===== src/rtl/sar_search.sv =====
// sar_search: successive-approximation controller for a magnitude comparator.
// Drives a trial value onto the comparator's b input. It reads the one-hot
// eq/gt/lt result and resolves the unknown a operand MSB first. The search
// ends early when the comparator reports equality.
module sar_search #(
  parameter int WIDTH = 3
) (
  input  logic             clk,
  input  logic             rst,
  input  logic             start,
  input  logic [2:0]       cmp_y,
  output logic [WIDTH-1:0] trial,
  output logic             busy,
  output logic             done,
  output logic [WIDTH-1:0] result,
  output logic             error
);

  localparam int IDX_W = (WIDTH > 1) ? $clog2(WIDTH) : 1;

  localparam logic [0:0] ST_IDLE = 1'b0;
  localparam logic [0:0] ST_TEST = 1'b1;

  localparam logic [2:0] Y_EQ = 3'b001;
  localparam logic [2:0] Y_GT = 3'b010;
  localparam logic [2:0] Y_LT = 3'b100;

  logic [0:0]       state_reg,   state_next;
  logic [WIDTH-1:0] acc_reg,     acc_next;
  logic [IDX_W-1:0] bit_idx_reg, bit_idx_next;
  logic [WIDTH-1:0] trial_reg,   trial_next;
  logic [WIDTH-1:0] result_reg,  result_next;
  logic             done_reg,    done_next;
  logic             error_reg,   error_next;

  // Position of the next bit to try, and its single-bit mask.
  logic [IDX_W-1:0] idx_dec;
  logic [WIDTH-1:0] step_mask;
  logic [WIDTH-1:0] msb_mask;

  assign idx_dec   = bit_idx_reg - IDX_W'(1);
  assign step_mask = WIDTH'(1) << idx_dec;
  assign msb_mask  = WIDTH'(1) << (WIDTH - 1);

  // Next-state logic: accept start in IDLE, then narrow the trial in TEST.
  always_comb begin
    state_next   = state_reg;
    acc_next     = acc_reg;
    bit_idx_next = bit_idx_reg;
    trial_next   = trial_reg;
    result_next  = result_reg;
    error_next   = error_reg;
    done_next    = 1'b0;

    case (state_reg)
      ST_IDLE: begin
        trial_next = '0;
        if (start) begin
          state_next   = ST_TEST;
          acc_next     = '0;
          bit_idx_next = IDX_W'(WIDTH - 1);
          trial_next   = msb_mask;
          result_next  = '0;
          error_next   = 1'b0;
        end
      end

      ST_TEST: begin
        case (cmp_y)
          Y_EQ: begin
            // Exact hit: stop early; the trial itself is the answer.
            result_next = trial_reg;
            done_next   = 1'b1;
            trial_next  = '0;
            state_next  = ST_IDLE;
          end
          Y_GT: begin
            // Target is above the trial, so the tested bit stays set.
            if (bit_idx_reg != '0) begin
              acc_next     = trial_reg;
              bit_idx_next = idx_dec;
              trial_next   = trial_reg | step_mask;
            end else begin
              result_next = trial_reg;
              done_next   = 1'b1;
              trial_next  = '0;
              state_next  = ST_IDLE;
            end
          end
          Y_LT: begin
            // Target is below the trial, so the tested bit is dropped.
            if (bit_idx_reg != '0) begin
              bit_idx_next = idx_dec;
              trial_next   = acc_reg | step_mask;
            end else begin
              result_next = acc_reg;
              done_next   = 1'b1;
              trial_next  = '0;
              state_next  = ST_IDLE;
            end
          end
          default: begin
            // Result not one-hot: the comparator cannot be trusted, so abort.
            error_next  = 1'b1;
            result_next = '0;
            done_next   = 1'b1;
            trial_next  = '0;
            state_next  = ST_IDLE;
          end
        endcase
      end

      default: begin
        state_next = ST_IDLE;
        trial_next = '0;
      end
    endcase
  end

  // State registers; reset aborts any search without a done pulse.
  always_ff @(posedge clk) begin
    if (rst) begin
      state_reg   <= ST_IDLE;
      acc_reg     <= '0;
      bit_idx_reg <= '0;
      trial_reg   <= '0;
      result_reg  <= '0;
      done_reg    <= 1'b0;
      error_reg   <= 1'b0;
    end else begin
      state_reg   <= state_next;
      acc_reg     <= acc_next;
      bit_idx_reg <= bit_idx_next;
      trial_reg   <= trial_next;
      result_reg  <= result_next;
      done_reg    <= done_next;
      error_reg   <= error_next;
    end
  end

  assign trial  = trial_reg;
  assign busy   = (state_reg == ST_TEST);
  assign done   = done_reg;
  assign result = result_reg;
  assign error  = error_reg;

endmodule


===== config.mk =====
export PLATFORM = sky130hd
export DESIGN_NAME = sar_search
export DESIGN_NICKNAME = d
export VERILOG_FILES = /design/src/rtl/sar_search.sv
export SDC_FILE = /design/constraint.sdc
export NUM_CORES = 1
export LEC_CHECK = 0
export CAP_MARGIN = 20
export CORE_UTILIZATION = 30
export DETAILED_ROUTE_END_ITERATION = 12
export PLACE_DENSITY_LB_ADDON = 0.25
export SYNTH_ARGS = -nofsm -noshare
export SYNTH_HDL_FRONTEND = slang
export SYNTH_SLANG_ARGS = --single-unit

===== constraint.sdc =====
create_clock -name clk -period 1.53 [get_ports clk]
set_input_delay 0.3825 -clock clk [delete_from_list [all_inputs] [get_ports clk]]
set_output_delay 0.3825 -clock clk [all_outputs]
set_load 0.1 [all_outputs]

==> results.cfg <==
[run_status]
status = finished, final reports clean

[critical_path]
rr_worst_depth = 6
reg2reg_to = acc_reg[1]$_SDFFE_PP0P_
rrSetupSlack_ns = 0.05
crit_fanout = 4
crit_chain = inv_2 -> ha_2 -> or2_4 -> buf_4 -> o311ai_0 -> a21oi_1
crit_slowest_cell = dfxtp_2
critical_path_arrival_ns = 1.65
end_kind = register
cp_slowest_stage_delay_ns = 0.35
crit_type = register to register
cp-start-kind = register
required_ns = 1.70
reg2reg_from = bit_idx_reg[0]$_SDFFE_PP0P_

[timing]
slew_headroom_pct = 76.90
max_freq_ghz = 0.6761
skew_ns = 0.001010
finalMaxSlewViolations = 0
finalWorstSetupSlack_ns = 0.05095
fin_crit_sh_pct = 96.67
rsz0062_at_grt = no
setup_viol_count_final = 0
finalHoldViolCount = 0
fin_crit_ns = 1.479
worstMarginPinSlew_ns = 0.3419

[cells_and_area]
n_antenna_cell = 0
final_util_pct = 48.55
drive_gt1_share_pct = 44.70
nets = 141
syn2layout_area_growth_pct = 53.08

[cts]
clk_pin_slew_ns = 0.09
clock_sinks = 14
cts_buffers = 3
clock_latency_ns = 0.28
clock_path_buffers = 2
post-cts-setup-buffers = 0
cts-root-buf = clkbuf_4
htree_levels = 1
cts_tree = yes

[global_routing]
grt_antenna_before_repair = 0
grt_usage_pct = 15.61
first_global_vias = 865
overflow = 0
grt_max_degree = 22
grt_pass1_wl_um = 3912

[synthesis]
synthCells = 100
postSynthAreaPerCell_um2 = 8.746
synth_seq_cells = 14
yosysWarnings = 0
synth.net_count = 108
yosysSeqAreaShare_pct = 32.05
synth_cell_types = 35
syn-cell-area_um2 = 874.6

[placed_design]
port_buffers = 14
dp_hpwl_um = 1727
dp_slack_ns = -0.4870
place_congestion = 0.9243

[drt]
wl_um = 2339
antenna_left = 0
viasPerCell = 5.393
wire_per_inst_um = 14.35
drt-initial-drc-count = 14
drt_pass1_iterations = 4
drc_errors = 0
vias = 879

[floorplanning]
num_io_pins = 15
num_rows = 19
initial_core_util_pct = 31.72
die_w_um = 56.00
die_y_um = 56.00
core-area_mm2 = 0.002758
dieArea_mm2 = 0.003135

[power_and_ir_drop]
p_switching_mw = 0.2681
sw_frac_of_total_pct = 31.60
power_density_mw_per_mm2 = 633.8
power.internal_mw = 0.5804
pwr-share-comb_pct = 26.9
total_power_mw = 0.8485
clkPwrFrac_pct = 27.0
cellLeakagePower_nw = 0.5076
p_seq_share_pct = 46.1
max-vdd-ir-drop_uv = 439.3

[min_path]
hold_path.class = register to register
hold_depth = 2
min_to = acc_reg[0]$_SDFFE_PP0P_
hp-start = acc_reg[0]$_SDFFE_PP0P_

[flow_run]
cap_viol_max_count = 0
cells by family (layout without fill, tap and decap cells):
logic type	count (synthesis)	in the layout	share of synthesized area, %
simple gates	46	46	38.34
fa+ha+maj	2	2	2.861
buf+inv	12	44	6.007
xor+xnor	3	3	3.005
flops	14	14	32.05
compound gates	23	23	17.74
synth_stat cells:
| master | number | area (um2) |
|---|---|---|
| dfxtp_1 | 14 | 280.3 |
| a21oi_1 | 7 | 35.03 |
| nand3_1 | 7 | 35.03 |
| nor4bb_1 | 6 | 60.06 |
| and3b_1 | 4 | 35.03 |
| clkbuf_1 | 4 | 15.01 |
| nand3b_1 | 4 | 30.03 |
| nor3_1 | 4 | 20.02 |
| o21ai_0 | 4 | 20.02 |
| and4bb_2 | 3 | 37.54 |
| buf_2 | 3 | 15.01 |
| inv_1 | 3 | 11.26 |
| o221ai_1 | 3 | 26.28 |
| o311ai_0 | 3 | 26.28 |
| or4b_2 | 3 | 30.03 |
| a31oi_1 | 2 | 12.51 |
| ha_1 | 2 | 25.02 |
| nand2_1 | 2 | 7.510 |
| nand2b_1 | 2 | 12.51 |
| nor2_1 | 2 | 7.510 |
| nor2b_1 | 2 | 12.51 |
| or2_2 | 2 | 12.51 |
| xnor2_1 | 2 | 17.52 |
| a2bb2oi_1 | 1 | 8.760 |
| a311oi_1 | 1 | 8.760 |
| a32oi_1 | 1 | 8.760 |
| buf_1 | 1 | 3.750 |
| buf_4 | 1 | 7.510 |
| nand4_1 | 1 | 6.260 |
| nor3b_1 | 1 | 7.510 |
| nor4b_1 | 1 | 8.760 |
| o32ai_1 | 1 | 8.760 |
| or2_0 | 1 | 6.260 |
| or3_1 | 1 | 6.260 |
| xor2_1 | 1 | 8.760 |
power groups by stage:
stage               registers, mW  clock network [mW]  logic (mW)
floorplan                   0.434                   0      0.0790
global placement            0.398                   0       0.223
detailed placement          0.399                   0       0.224
CTS                         0.390               0.234       0.226
global route                0.393               0.245       0.244
finish                      0.391               0.229       0.228
cell type report:
class / count / area (um2)
fillers: 268 / 1419
multi-input cells: 74 / 569.3
well taps: 31 / 38.79
clock buffers: 4 / 26.28
inverters: 3 / 11.26
repair buffers: 37 / 399.1
flip-flops and latches: 14 / 294.0
how the worst max path moves through the flow:
stage | start | end | cells after the start
global placement | cmp_y[1] | result[2]$_SDFFE_PP0P_ | 4
detailed placement | cmp_y[1] | result[2]$_SDFFE_PP0P_ | 4
CTS | bit_idx_reg[0]$_SDFFE_PP0P_ | acc_reg[0]$_SDFFE_PP0P_ | 7
global route | bit_idx_reg[1]$_SDFFE_PP0P_ | acc_reg[1]$_SDFFE_PP0P_ | 6
finish | bit_idx_reg[0]$_SDFFE_PP0P_ | acc_reg[1]$_SDFFE_PP0P_ | 6
floorplan | bit_idx_reg[0]$_SDFFE_PP0P_ | bit_idx_reg[1]$_SDFFE_PP0P_ | 6
layer usage:
layer | routed length [um] | GRT usage [%] | part of all wire, %
met4 | 27 | 6.620 | 1.2
met3 | 38 | 2.558 | 1.6
met1 | 1110 | 19.88 | 47
met2 | 1162 | 26.02 | 50
met5 | 0 | 0 | 0
worst max-delay path: cells and delay by family, from the launching register on:
family	cells	cell delay [ns]
compound gates	2	0.42
fa+ha+maj	1	0.18
buf+inv	2	0.19
flops	1	0.35
simple gates	1	0.24
stage by stage:
step	TNS, ns	cells	area, um2	hold slack (ns)
after global routing	0	163	1339	0.5402
final	0	163	1339	0.5102
after CTS	0	163	1333	0.5080
after detailed placement	-5.004	159	1291	0.5024
after global placement	-4.751	159	1291	0.5126
after floorplan	0	100	890.9	0.4750
placed cells by master, fill, tap and decap left out, types with 2 or more instances in the layout:
cell type	count
a21oi_1	7
dfxtp_1	5
and3b_1	4
nand3_1	7
and4bb_2	3
o21ai_0	3
nor2b_1	2
buf_12	9
buf_4	23
a31oi_1	2
or2_2	2
xnor2_1	2
dlygate4sd2_1	3
inv_1	2
o311ai_1	2
clkbuf_4	3
or4b_2	3
nand2_1	2
dfxtp_2	8
clkdlybuf4s50_1	2
nand2b_1	2
nor3_2	2
o221ai_1	3
nand3b_1	4
nor2_1	2
nor3_1	2
nor4bb_1	5
timing repair:
action,CTS,global route
hold buffers,0,0
setup endpoints to repair,10,4
gates resized for setup,10,2
pin swaps,0,0
(Power assumes the default switching activity.)
